<file path="src/rtl/poolb_pkg.sv">
// Shared types and elaboration-time geometry helpers for the 2x2 pooling sequencer.
package poolb_pkg;

    typedef enum logic [1:0] {
        IDLE  = 2'd0,
        RUN   = 2'd1,
        DRAIN = 2'd2,
        DONE  = 2'd3
    } state_e;

    // Width needed to hold 0..n-1, never narrower than one bit.
    function automatic int bits_f(input int n);
        return (n <= 2) ? 1 : $clog2(n);
    endfunction

    function automatic int ofm_size_f(input int ifm_size);
        return ifm_size / 2;
    endfunction

    function automatic int num_passes_f(input int depth, input int units);
        return (depth + units - 1) / units;
    endfunction

    function automatic int ifm_aw_f(input int ifm_size, input int depth, input int units);
        return bits_f(num_passes_f(depth, units) * ifm_size * ifm_size);
    endfunction

    function automatic int ofm_aw_f(input int ifm_size, input int depth, input int units);
        return bits_f(num_passes_f(depth, units) * ofm_size_f(ifm_size) * ofm_size_f(ifm_size));
    endfunction

endpackage

</file>
<file path="src/rtl/poolb_addr_gen.sv">
// Nested col/row/pass counters pointing at the next IFM read pair (even row on A, odd row on B).
module poolb_addr_gen
    import poolb_pkg::*;
#(
    parameter int  IFM_SIZE  = 7,
    parameter int  IFM_DEPTH = 16,
    parameter int  NUM_UNITS = 3,
    localparam int IFM_AW    = ifm_aw_f(IFM_SIZE, IFM_DEPTH, NUM_UNITS),
    localparam int PASS_W    = bits_f(num_passes_f(IFM_DEPTH, NUM_UNITS))
) (
    input  logic              clk,
    input  logic              reset,
    input  logic              step_i,
    output logic [IFM_AW-1:0] ifm_addr_a_o,
    output logic [IFM_AW-1:0] ifm_addr_b_o,
    output logic              last_col_odd_o,
    output logic              last_read_o,
    output logic [PASS_W-1:0] pass_o
);

    localparam int OFM_SIZE   = ofm_size_f(IFM_SIZE);
    localparam int NUM_PASSES = num_passes_f(IFM_DEPTH, NUM_UNITS);
    localparam int COL_W      = bits_f(2 * OFM_SIZE);
    localparam int ROW_W      = bits_f(OFM_SIZE);

    localparam logic [COL_W-1:0]  COL_LAST  = COL_W'(2 * OFM_SIZE - 1);
    localparam logic [ROW_W-1:0]  ROW_LAST  = ROW_W'(OFM_SIZE - 1);
    localparam logic [PASS_W-1:0] PASS_LAST = PASS_W'(NUM_PASSES - 1);
    localparam logic [IFM_AW-1:0] ROW_STEP  = IFM_AW'(2 * IFM_SIZE);
    localparam logic [IFM_AW-1:0] PASS_STEP = IFM_AW'(IFM_SIZE * IFM_SIZE);

    logic [COL_W-1:0]  col_q,   col_d;
    logic [ROW_W-1:0]  row_q,   row_d;
    logic [PASS_W-1:0] pass_q,  pass_d;
    // Running base offsets keep the address path free of multipliers.
    logic [IFM_AW-1:0] pbase_q, pbase_d;
    logic [IFM_AW-1:0] roff_q,  roff_d;

    always_comb begin
        col_d   = col_q;
        row_d   = row_q;
        pass_d  = pass_q;
        pbase_d = pbase_q;
        roff_d  = roff_q;
        if (step_i) begin
            if (col_q != COL_LAST) begin
                col_d = col_q + COL_W'(1);
            end else begin
                col_d = '0;
                if (row_q != ROW_LAST) begin
                    row_d  = row_q + ROW_W'(1);
                    roff_d = roff_q + ROW_STEP;
                end else begin
                    row_d  = '0;
                    roff_d = '0;
                    if (pass_q != PASS_LAST) begin
                        pass_d  = pass_q + PASS_W'(1);
                        pbase_d = pbase_q + PASS_STEP;
                    end else begin
                        pass_d  = '0;
                        pbase_d = '0;
                    end
                end
            end
        end
    end

    always_ff @(posedge clk or posedge reset) begin
        if (reset) begin
            col_q   <= '0;
            row_q   <= '0;
            pass_q  <= '0;
            pbase_q <= '0;
            roff_q  <= '0;
        end else begin
            col_q   <= col_d;
            row_q   <= row_d;
            pass_q  <= pass_d;
            pbase_q <= pbase_d;
            roff_q  <= roff_d;
        end
    end

    assign ifm_addr_a_o   = pbase_q + roff_q + IFM_AW'(col_q);
    assign ifm_addr_b_o   = pbase_q + roff_q + IFM_AW'(col_q) + IFM_AW'(IFM_SIZE);
    assign last_col_odd_o = col_q[0];
    assign last_read_o    = (col_q == COL_LAST) && (row_q == ROW_LAST) && (pass_q == PASS_LAST);
    assign pass_o         = pass_q;

endmodule

</file>
<file path="src/rtl/poolb_seq_u3.sv">
// Sequencer for the 3-unit 2x2 pooling datapath: FSM, IFM read issue and the
// two-stage enable/OFM-write pipeline aligned to 1-cycle RAM read latency.
module poolb_seq_u3
    import poolb_pkg::*;
#(
    parameter int  IFM_SIZE    = 7,
    parameter int  IFM_DEPTH   = 16,
    parameter int  KERNAL_SIZE = 2,
    parameter int  NUM_UNITS   = 3,
    localparam int IFM_AW      = ifm_aw_f(IFM_SIZE, IFM_DEPTH, NUM_UNITS),
    localparam int OFM_AW      = ofm_aw_f(IFM_SIZE, IFM_DEPTH, NUM_UNITS)
) (
    input  logic                 clk,
    input  logic                 reset,
    input  logic                 start,
    output logic                 busy,
    output logic                 done,
    output logic                 ifm_rd_en,
    output logic [IFM_AW-1:0]    ifm_addr_A,
    output logic [IFM_AW-1:0]    ifm_addr_B,
    output logic                 fifo_enable,
    output logic                 pool_enable,
    output logic                 ofm_wr_en,
    output logic [OFM_AW-1:0]    ofm_addr,
    output logic [NUM_UNITS-1:0] ofm_wr_mask
);

    localparam int PASS_W = bits_f(num_passes_f(IFM_DEPTH, NUM_UNITS));

    if (KERNAL_SIZE != 2) begin : g_kernel_check
        $error("poolb_seq_u3: only KERNAL_SIZE=2 is supported");
    end

    state_e state_q, state_d;
    logic   drain_q, drain_d;
    logic   issue;

    logic [IFM_AW-1:0]    gen_a, gen_b;
    logic                 gen_odd, gen_last;
    logic [PASS_W-1:0]    gen_pass;
    logic [NUM_UNITS-1:0] pass_mask;

    logic                 busy_q, done_q;
    logic                 rd_en_p0_q, rd_last_p0_q, odd_p0_q;
    logic [IFM_AW-1:0]    addr_a_p0_q, addr_b_p0_q;
    logic [NUM_UNITS-1:0] mask_p0_q, mask_p1_q, mask_p2_q;
    logic                 fifo_p1_q, pool_p1_q;
    logic                 wr_en_p2_q;
    logic [OFM_AW-1:0]    ofm_addr_p2_q, wr_cnt_q;

    poolb_addr_gen #(
        .IFM_SIZE  (IFM_SIZE),
        .IFM_DEPTH (IFM_DEPTH),
        .NUM_UNITS (NUM_UNITS)
    ) u_addr_gen (
        .clk            (clk),
        .reset          (reset),
        .step_i         (issue),
        .ifm_addr_a_o   (gen_a),
        .ifm_addr_b_o   (gen_b),
        .last_col_odd_o (gen_odd),
        .last_read_o    (gen_last),
        .pass_o         (gen_pass)
    );

    // A unit is only valid when its channel exists; only the final pass can be partial.
    always_comb begin
        pass_mask = '0;
        for (int u = 0; u < NUM_UNITS; u++) begin
            pass_mask[u] = ((int'(gen_pass) * NUM_UNITS + u) < IFM_DEPTH);
        end
    end

    always_comb begin
        state_d = state_q;
        drain_d = drain_q;
        issue   = 1'b0;
        case (state_q)
            IDLE: begin
                if (start) begin
                    issue   = 1'b1;
                    state_d = RUN;
                end
            end
            RUN: begin
                if (rd_last_p0_q) begin
                    state_d = DRAIN;
                    drain_d = 1'b0;
                end else begin
                    issue = 1'b1;
                end
            end
            DRAIN: begin
                drain_d = 1'b1;
                if (drain_q) begin
                    state_d = DONE;
                end
            end
            DONE:    state_d = IDLE;
            default: state_d = IDLE;
        endcase
    end

    always_ff @(posedge clk or posedge reset) begin
        if (reset) begin
            state_q       <= IDLE;
            drain_q       <= 1'b0;
            busy_q        <= 1'b0;
            done_q        <= 1'b0;
            rd_en_p0_q    <= 1'b0;
            rd_last_p0_q  <= 1'b0;
            odd_p0_q      <= 1'b0;
            addr_a_p0_q   <= '0;
            addr_b_p0_q   <= '0;
            mask_p0_q     <= '0;
            fifo_p1_q     <= 1'b0;
            pool_p1_q     <= 1'b0;
            mask_p1_q     <= '0;
            wr_en_p2_q    <= 1'b0;
            ofm_addr_p2_q <= '0;
            mask_p2_q     <= '0;
            wr_cnt_q      <= '0;
        end else begin
            state_q <= state_d;
            drain_q <= drain_d;
            busy_q  <= (state_d == RUN) || (state_d == DRAIN);
            done_q  <= (state_d == DONE);
            // p0: read issued, addresses presented to the RAMs
            rd_en_p0_q   <= issue;
            rd_last_p0_q <= issue & gen_last;
            odd_p0_q     <= issue & gen_odd;
            addr_a_p0_q  <= issue ? gen_a : '0;
            addr_b_p0_q  <= issue ? gen_b : '0;
            mask_p0_q    <= issue ? pass_mask : '0;
            // p1: RAM data valid, datapath captures/pools it
            fifo_p1_q <= rd_en_p0_q;
            pool_p1_q <= odd_p0_q;
            mask_p1_q <= odd_p0_q ? mask_p0_q : '0;
            // p2: pooled result valid, OFM write; writes are dense so a counter is the address
            wr_en_p2_q    <= pool_p1_q;
            ofm_addr_p2_q <= pool_p1_q ? wr_cnt_q : '0;
            mask_p2_q     <= pool_p1_q ? mask_p1_q : '0;
            if (state_q == IDLE) begin
                wr_cnt_q <= '0;
            end else if (pool_p1_q) begin
                wr_cnt_q <= wr_cnt_q + OFM_AW'(1);
            end
        end
    end

    assign busy        = busy_q;
    assign done        = done_q;
    assign ifm_rd_en   = rd_en_p0_q;
    assign ifm_addr_A  = addr_a_p0_q;
    assign ifm_addr_B  = addr_b_p0_q;
    assign fifo_enable = fifo_p1_q;
    assign pool_enable = pool_p1_q;
    assign ofm_wr_en   = wr_en_p2_q;
    assign ofm_addr    = ofm_addr_p2_q;
    assign ofm_wr_mask = mask_p2_q;

endmodule

</file>
<file path="config.mk">
export PLATFORM = sky130hd
export DESIGN_NAME = poolb_seq_u3
export DESIGN_NICKNAME = d
export VERILOG_FILES = /design/src/rtl/poolb_pkg.sv /design/src/rtl/poolb_addr_gen.sv /design/src/rtl/poolb_seq_u3.sv
export SDC_FILE = /design/constraint.sdc
export NUM_CORES = 1
export LEC_CHECK = 0
export CAP_MARGIN = 15
export CORE_MARGIN = 4
export CORE_UTILIZATION = 57
export CTS_BUF_LIST = sky130_fd_sc_hd__clkbuf_16
export DETAILED_ROUTE_END_ITERATION = 8
export GPL_ROUTABILITY_DRIVEN = 0
export GPL_TIMING_DRIVEN = 0
export PLACE_DENSITY = 0.87
export SETUP_SLACK_MARGIN = 0.1
export SLEW_MARGIN = 20
export SYNTH_ARGS = -nofsm -noshare
export SYNTH_HDL_FRONTEND = slang
export SYNTH_SLANG_ARGS = --single-unit
</file>
<file path="constraint.sdc">
create_clock -name clk -period 3.3 [get_ports clk]
set_input_delay 0.66 -clock clk [delete_from_list [all_inputs] [get_ports clk]]
set_output_delay 0.66 -clock clk [all_outputs]
set_load 0.02 [all_outputs]
</file>
==> impl_metrics.env, run 1 <==
export IMPL_power_share_clock_pct=19.3
export IMPL_p_int_w=0.00283
export IMPL_start_util_pct=60.1
export IMPL_crit_fanout=3
export IMPL_cp_required_ns=3.56
export IMPL_antenna_found_initial=0
export IMPL_ff2ff_setup_slack_ns=0.19
export IMPL_yosysWarnings=0
export IMPL_worstRegToRegCells=12
export IMPL_p_leak_nw=2.06
export IMPL_synthesis_nets=367
export IMPL_synth_most_common_cell="dfrtp_1"
export IMPL_path_cells="inv_1, fa_1, inv_1, ha_2, fa_2, a211oi_4, buf_4, o221a_4, nand2_2, or3_1, nand4b_1, mux2i_1"
export IMPL_cp_common_cell="inv_1"
export IMPL_post_drt_wl_per_cell_um=15.8
export IMPL_end_kind="register"
export IMPL_maxCapViolCount=0
export IMPL_drt_iter0_drc=123
export IMPL_core_um2=6030
export IMPL_layout_drive_gt1_share_pct=10.6
export IMPL_hold_buffers=0
export IMPL_outcome="completed"
export IMPL_drt_pass1_iter_count=5
export IMPL_fmax_mhz=322
export IMPL_clkLatencyLatePin_ns=0.33
export IMPL_r2r_start="u_addr_gen.roff_q[1]"
export IMPL_synth_seq_area_share_pct=51.8
export IMPL_grt_ovfl_total=0
export IMPL_crit_type="reg2reg"
export IMPL_rsz0062_at_grt="false"
export IMPL_report_final_setup_viol=0
export IMPL_synth_cell_types=46
export IMPL_numPortBuffers=35
export IMPL_yosysTopAreaCell="dfrtp_1"
export IMPL_crit_slowest_cell="fa_1"
export IMPL_slew_viol_final=0
export IMPL_synth_cells=338
export IMPL_worst_pin_slew_ns=0.488
export IMPL_pwr_share_comb_pct=50.6
export IMPL_max_stage_delay_ns=0.55
export IMPL_grt_pass1_vias=2622
export IMPL_clock_skew_final_ns=0.00702
export IMPL_synth_area_leaders="dfrtp_1 52%, ha_1 7.6%, nor2_1 3.9%"
export IMPL_ant_nets=0
export IMPL_row_count=28
export IMPL_syn_to_final_growth_pct=23.4
export IMPL_die_y_um=87.7
export IMPL_hold_start="ifm_rd_en"
export IMPL_syn_area_um2=3620
export IMPL_ir_worst_vdd_mv=0.827
export IMPL_num_vias=2663
export IMPL_totalWireLength_um=7450
export IMPL_swShare_pct=41.1
export IMPL_dp_hpwl_um=4720
export IMPL_synth_edf_count=0
export IMPL_startpoint="u_addr_gen.roff_q[1]"
export IMPL_hold_viol=0
export IMPL_numCtsBuffers=9
export IMPL_hold_class="reg2reg"
export IMPL_grt_total_usage_pct=20.6
export IMPL_ios=36
export IMPL_cts_root_buf="clkbuf_16"
export IMPL_arrival_ns=3.36
export IMPL_holdPathStages=0
export IMPL_slew_headroom_pct=67.5
export IMPL_ys_ff_latch=75
export IMPL_reg2reg_to="ifm_addr_B[6]"
export IMPL_finalSetupTns_ns=0
export IMPL_ctsLongestPathBuffers=2
export IMPL_synth_top_area_share_pct=51.8
export IMPL_min_to="fifo_enable"
export IMPL_cts_tree="yes"
export IMPL_period_minus_slack_ns=3.11
export IMPL_power_w=0.00481
export IMPL_p_seq_share_pct=30.1
export IMPL_grt_max_degree=62
export IMPL_synth_top_flop_cell="dfrtp_1"
export IMPL_antennaDiodeCount=0
export IMPL_synthTopCellsByCount="75 x dfrtp_1, 38 x nor2_1, 26 x o21ai_0"
export IMPL_p_sw_w=0.00197
export IMPL_fin_nets=421
export IMPL_finalWorstSetupSlack_ns=0.192
export IMPL_critPathLaunchType="register"
export IMPL_clkTransAtPathRegs_ns=0.06
export IMPL_power_density_nw_per_um2=1080
export IMPL_ys_async_sr_fraction_pct=100
export IMPL_viasPerCell=5.64
export IMPL_die_w_um=87.7
export IMPL_place_ws_ns=0.101
export IMPL_cts_sinks=75
export IMPL_grt_pass1_wl_um=12200
export IMPL_whs_ns=0.384
export IMPL_drc=0
export IMPL_die_area_um2=7690
export IMPL_postSynthAreaPerCell_um2=10.7
export IMPL_timing_final_crit_share_pct=94.2
export IMPL_htree_levels=3
-- flip-flops by register name, indices dropped and copies added, names as in the netlist --
signal	count
u_addr_gen.col_q	3
ifm_addr_A	9
wr_cnt_q	6
busy	1
fifo_enable	1
state_q	2
u_addr_gen.pass_o	3
ifm_addr_B	9
u_addr_gen.row_q	2
ofm_wr_mask	3
mask_p1_q	3
ifm_rd_en	1
drain_q	1
rd_last_p0_q	1
u_addr_gen.roff_q	8
mask_p0_q	3
ofm_addr	6
ofm_wr_en	1
u_addr_gen.pbase_q	9
pool_enable	1
done	1
odd_p0_q	1
-- how the worst max path moves through the flow --
| stage | to | slack, ns |
|---|---|---|
| finish | ifm_addr_B[6] | 0.19 |
| global route | ifm_addr_B[8] | 0.07 |
| CTS | ifm_addr_B[8] | 0.10 |
| detailed placement | ifm_addr_B[6] | 0.10 |
| global placement | u_addr_gen.row_q[0] | -0.33 |
| floorplan | ifm_addr_B[6] | 0.30 |
-- worst max-delay path, delay by kind of cell (launching register included) --
kind            cells  cell delay [ns]
compound gates      2             0.48
fa+ha+maj           3             1.13
buf+inv             3             0.31
flops               1             0.35
mux                 1             0.18
simple gates        3             0.57
-- layout make-up --
| cell class | instances | area, µm² |
|---|---|---|
| Clock buffer | 9 | 225 |
| Timing Repair Buffer | 43 | 434 |
| Buffer | 8 | 40.0 |
| Multi-Input combinational cell | 236 | 1660 |
| Tap cell | 75 | 93.8 |
| Sequential cell | 75 | 1880 |
| Inverter | 19 | 73.8 |
| Clock inverter | 7 | 61.3 |
| Fill cell | 362 | 1560 |
-- repair_timing --
item	CTS	global route
setup buffers	2	5
setup endpoints to repair	2	3
pin swaps	1	3
resized for setup	0	7
-- placed cells by master, fill, tap and decap left out, types with 4 or more instances in the layout --
cell and count:
xor2_1 13, nor2_1 38, clkdlybuf4s50_1 35, dfrtp_1 75
nand3_1 11, clkbuf_16 9, buf_4 6, mux2i_1 4
and2_1 16, o21ai_0 26, inv_1 17, a21o_1 4
a21oi_1 12, clkbuf_1 7, xnor2_1 9, nor3_1 5
nand4_1 4, nor2b_1 4, or3_1 5, ha_1 21
nand2_1 22
-- kinds of logic after synthesis --
kind of cell / count (synthesis) / synth area share [%]
compound gates: 65 / 12.0
xor+xnor: 23 / 5.77
fa+ha+maj: 26 / 9.81
buf+inv: 27 / 3.08
flops: 75 / 51.8
mux: 4 / 1.11
simple gates: 118 / 16.4
-- per-stage QoR --
stage | utilization, % | std cells | cell area (µm²)
floorplan | - | 338 | 3620
global placement | 67.5 | 448 | 4070
detailed placement | 68.0 | 449 | 4100
CTS | 73.0 | 467 | 4400
global route | 74.1 | 472 | 4470
finish | 74.1 | 472 | 4470
-- power by group through the flow --
stage,clock network [W],logic [W],registers (W)
floorplan,0,0.00139,0.00159
global placement,0,0.00203,0.00144
detailed placement,0,0.00212,0.00145
CTS,0.000937,0.00225,0.00144
global route,0.000987,0.00265,0.00148
finish,0.000927,0.00243,0.00144
-- metal layers --
metal  vias to the layer above  GRT usage, %  part of all wire (%)
met5                         -             0                     0
met4                         0          8.65                   2.1
met3                        18          4.05                   5.0
met2                        68          35.0                    51
met1                      1313          25.7                    42
li1                       1264             -                     -
No activity file was read; power rests on OpenSTA's default activity.
==> inputs of run 2 (changes only) <==
--- a/config.mk
+++ b/config.mk
@@ -7,12 +7,13 @@
 export LEC_CHECK = 0
 export CAP_MARGIN = 15
 export CORE_MARGIN = 4
-export CORE_UTILIZATION = 57
+export CORE_UTILIZATION = 51
 export CTS_BUF_LIST = sky130_fd_sc_hd__clkbuf_16
+export CTS_CLUSTER_SIZE = 20
 export DETAILED_ROUTE_END_ITERATION = 8
 export GPL_ROUTABILITY_DRIVEN = 0
 export GPL_TIMING_DRIVEN = 0
-export PLACE_DENSITY = 0.87
+export PLACE_DENSITY = 0.82
 export SETUP_SLACK_MARGIN = 0.1
 export SLEW_MARGIN = 20
 export SYNTH_ARGS = -nofsm -noshare
==> constraint.sdc (replaced) <==
create_clock -name clk -period 2.49 [get_ports clk]
set_input_delay 0.498 -clock clk [delete_from_list [all_inputs] [get_ports clk]]
set_output_delay 0.498 -clock clk [all_outputs]
set_load 0.02 [all_outputs]
==> run 2 against run 1 <==
The run now ends with negative setup slack left. Final cell count rose by 5.9%. Non-clock buffer count is 7 higher. Via count rose by 1.4%. Fmax up 7.6%. Worst setup slack lost 0.59 ns. Die area increased by 11%. First-iteration DRC count up 15%. Combinational power is 42% higher. Clock power up 35%. Sequential cell count is the same. Critical path type unchanged.
==> impl_metrics.env, run 2 (synthesized netlist as in run 1, its figures left out) <==
export IMPL_outcome="complete, but fails checks"
export IMPL_violations="negative setup slack"
export IMPL_arrival_ns=3.15
export IMPL_fillers=485
export IMPL_slew_headroom_pct=67.8
export IMPL_finalSetupTns_ns=-1.82
export IMPL_cp_required_ns=2.75
export IMPL_num_vias=2699
export IMPL_ios=36
export IMPL_numPortBuffers=35
export IMPL_multiInputGateArea_um2=1700
export IMPL_grt_ovfl_total=0
export IMPL_finalWorstSetupSlack_ns=-0.398
export IMPL_timing_final_crit_share_pct=116
export IMPL_final_common_cell="dfrtp_1"
export IMPL_place_ws_ns=-0.538
export IMPL_slew_viol_final=0
export IMPL_final_cell_mix="75 x dfrtp_1, 38 x nor2_1, 35 x clkdlybuf4s50_1"
export IMPL_crit_fanout=3
export IMPL_fmax_mhz=346
export IMPL_fin_cells=500
export IMPL_r2r_start="u_addr_gen.roff_q[1]"
export IMPL_cts_root_buf="clkbuf_16"
export IMPL_antenna_found_initial=0
export IMPL_clkTransAtPathRegs_ns=0.06
export IMPL_ff2ff_setup_slack_ns=-0.40
export IMPL_post_drt_wl_per_cell_um=14.5
export IMPL_reg2reg_to="ifm_addr_B[7]"
export IMPL_cts_tree="yes"
export IMPL_whs_ns=0.372
export IMPL_hold_viol=0
export IMPL_drt_iter0_drc=141
export IMPL_syn_to_final_growth_pct=27.1
export IMPL_worst_pin_slew_ns=0.479
export IMPL_worstRegToRegCells=12
export IMPL_cts_sinks=75
export IMPL_ir_worst_vdd_mv=0.565
export IMPL_stdcell_area_um2=4600
export IMPL_crit_type="reg2reg"
export IMPL_numCtsBuffers=9
export IMPL_startpoint="u_addr_gen.roff_q[1]"
export IMPL_antennaDiodeCount=0
export IMPL_period_minus_slack_ns=2.89
export IMPL_row_count=30
export IMPL_die_area_um2=8510
export IMPL_power_density_nw_per_um2=1430
export IMPL_ant_nets=0
export IMPL_grt_total_usage_pct=18.1
export IMPL_htree_levels=3
export IMPL_drt_pass1_iter_count=4
export IMPL_dpl_cell_area_um2=4140
export IMPL_p_leak_nw=2.10
export IMPL_end_kind="register"
export IMPL_dp_hpwl_um=4740
export IMPL_clkLatencyLatePin_ns=0.34
export IMPL_grt_pass1_vias=2631
export IMPL_layout_drive_gt1_share_pct=14.1
export IMPL_fin_nets=428
export IMPL_core_um2=6830
export IMPL_die_y_um=92.3
export IMPL_hold_class="reg2reg"
export IMPL_critPathLaunchType="register"
export IMPL_dp_cells=471
export IMPL_seq_area_um2=1880
export IMPL_die_w_um=92.3
export IMPL_start_util_pct=53.0
export IMPL_clock_skew_final_ns=0.00794
export IMPL_grt_max_degree=34
export IMPL_worstSetupEndpoint="ifm_addr_B[7]"
export IMPL_totalWireLength_um=7250
export IMPL_maxCapViolCount=0
export IMPL_viasPerCell=5.40
export IMPL_drc=0
export IMPL_rsz0062_at_grt="true"
export IMPL_hold_buffers=0
export IMPL_report_final_setup_viol=6
export IMPL_grt_pass1_wl_um=12200
export IMPL_ctsLongestPathBuffers=2
[run 2: routing by layer]
layer,GRT usage (%),up-vias,part of all wire [%]
met3,4.68,18,5.2
met2,30.2,79,51
met5,0,-,0
met4,8.17,0,2.0
met1,21.9,1325,42
li1,-,1277,-
[run 2: layout make-up]
class                           count  share of cell area (%)
Inverter                           19                    1.63
Clock buffer                        9                    4.90
Timing Repair Buffer               51                    11.0
Tap cell                           96                    2.61
Clock inverter                      7                    1.41
Buffer                              7                   0.789
Multi-Input combinational cell    236                    36.9
Sequential cell                    75                    40.8
[run 2: worst min-delay path by stage]
stage | startpoint | endpoint | slack (ns) | cells past startpoint
3_5_place_dp | ifm_rd_en | fifo_enable | 0.36 | 0
6_report | ifm_rd_en | fifo_enable | 0.37 | 0
4_1_cts | ifm_rd_en | fifo_enable | 0.37 | 0
5_1_grt | ifm_rd_en | fifo_enable | 0.40 | 0
3_3_place_gp | ifm_rd_en | fifo_enable | 0.36 | 0
2_1_floorplan | odd_p0_q | pool_enable | 0.37 | 0
[run 2: worst max-delay path, cell delays in order, from the launching register on]
cell and delay (ns):
dfrtp_1 0.36, inv_2 0.07, fa_1 0.55, inv_2 0.05, ha_4 0.15, fa_2 0.37, a211oi_4 0.26, buf_6 0.14
nor4b_2 0.05, a2111oi_4 0.39, buf_4 0.20, nand4_1 0.09, a21oi_1 0.14
[run 2: timing repair]
action | 4_1_cts | 5_1_grt
endpoints found under the setup margin | 7 | 11
resized for setup | 5 | 8
buffers inserted | 9 | 6
pin swaps | 13 | 4
[run 2: through the flow]
| step | util [%] | power (W) |
|---|---|---|
| 2_1_floorplan | - | 0.00396 |
| 3_3_place_gp | 60.0 | 0.00462 |
| 3_5_place_dp | 60.6 | 0.00475 |
| 4_1_cts | 66.2 | 0.00628 |
| 5_1_grt | 67.3 | 0.00701 |
| 6_report | 67.3 | 0.00660 |
[run 2: power breakdown]
part           switching (W)  total (W)  leakage [nW]  internal, W
Sequential          0.000273    0.00191         0.946      0.00164
Combinational        0.00182    0.00344          1.01      0.00162
Clock               0.000547    0.00125         0.141     0.000700
Total                0.00264    0.00660          2.10      0.00396
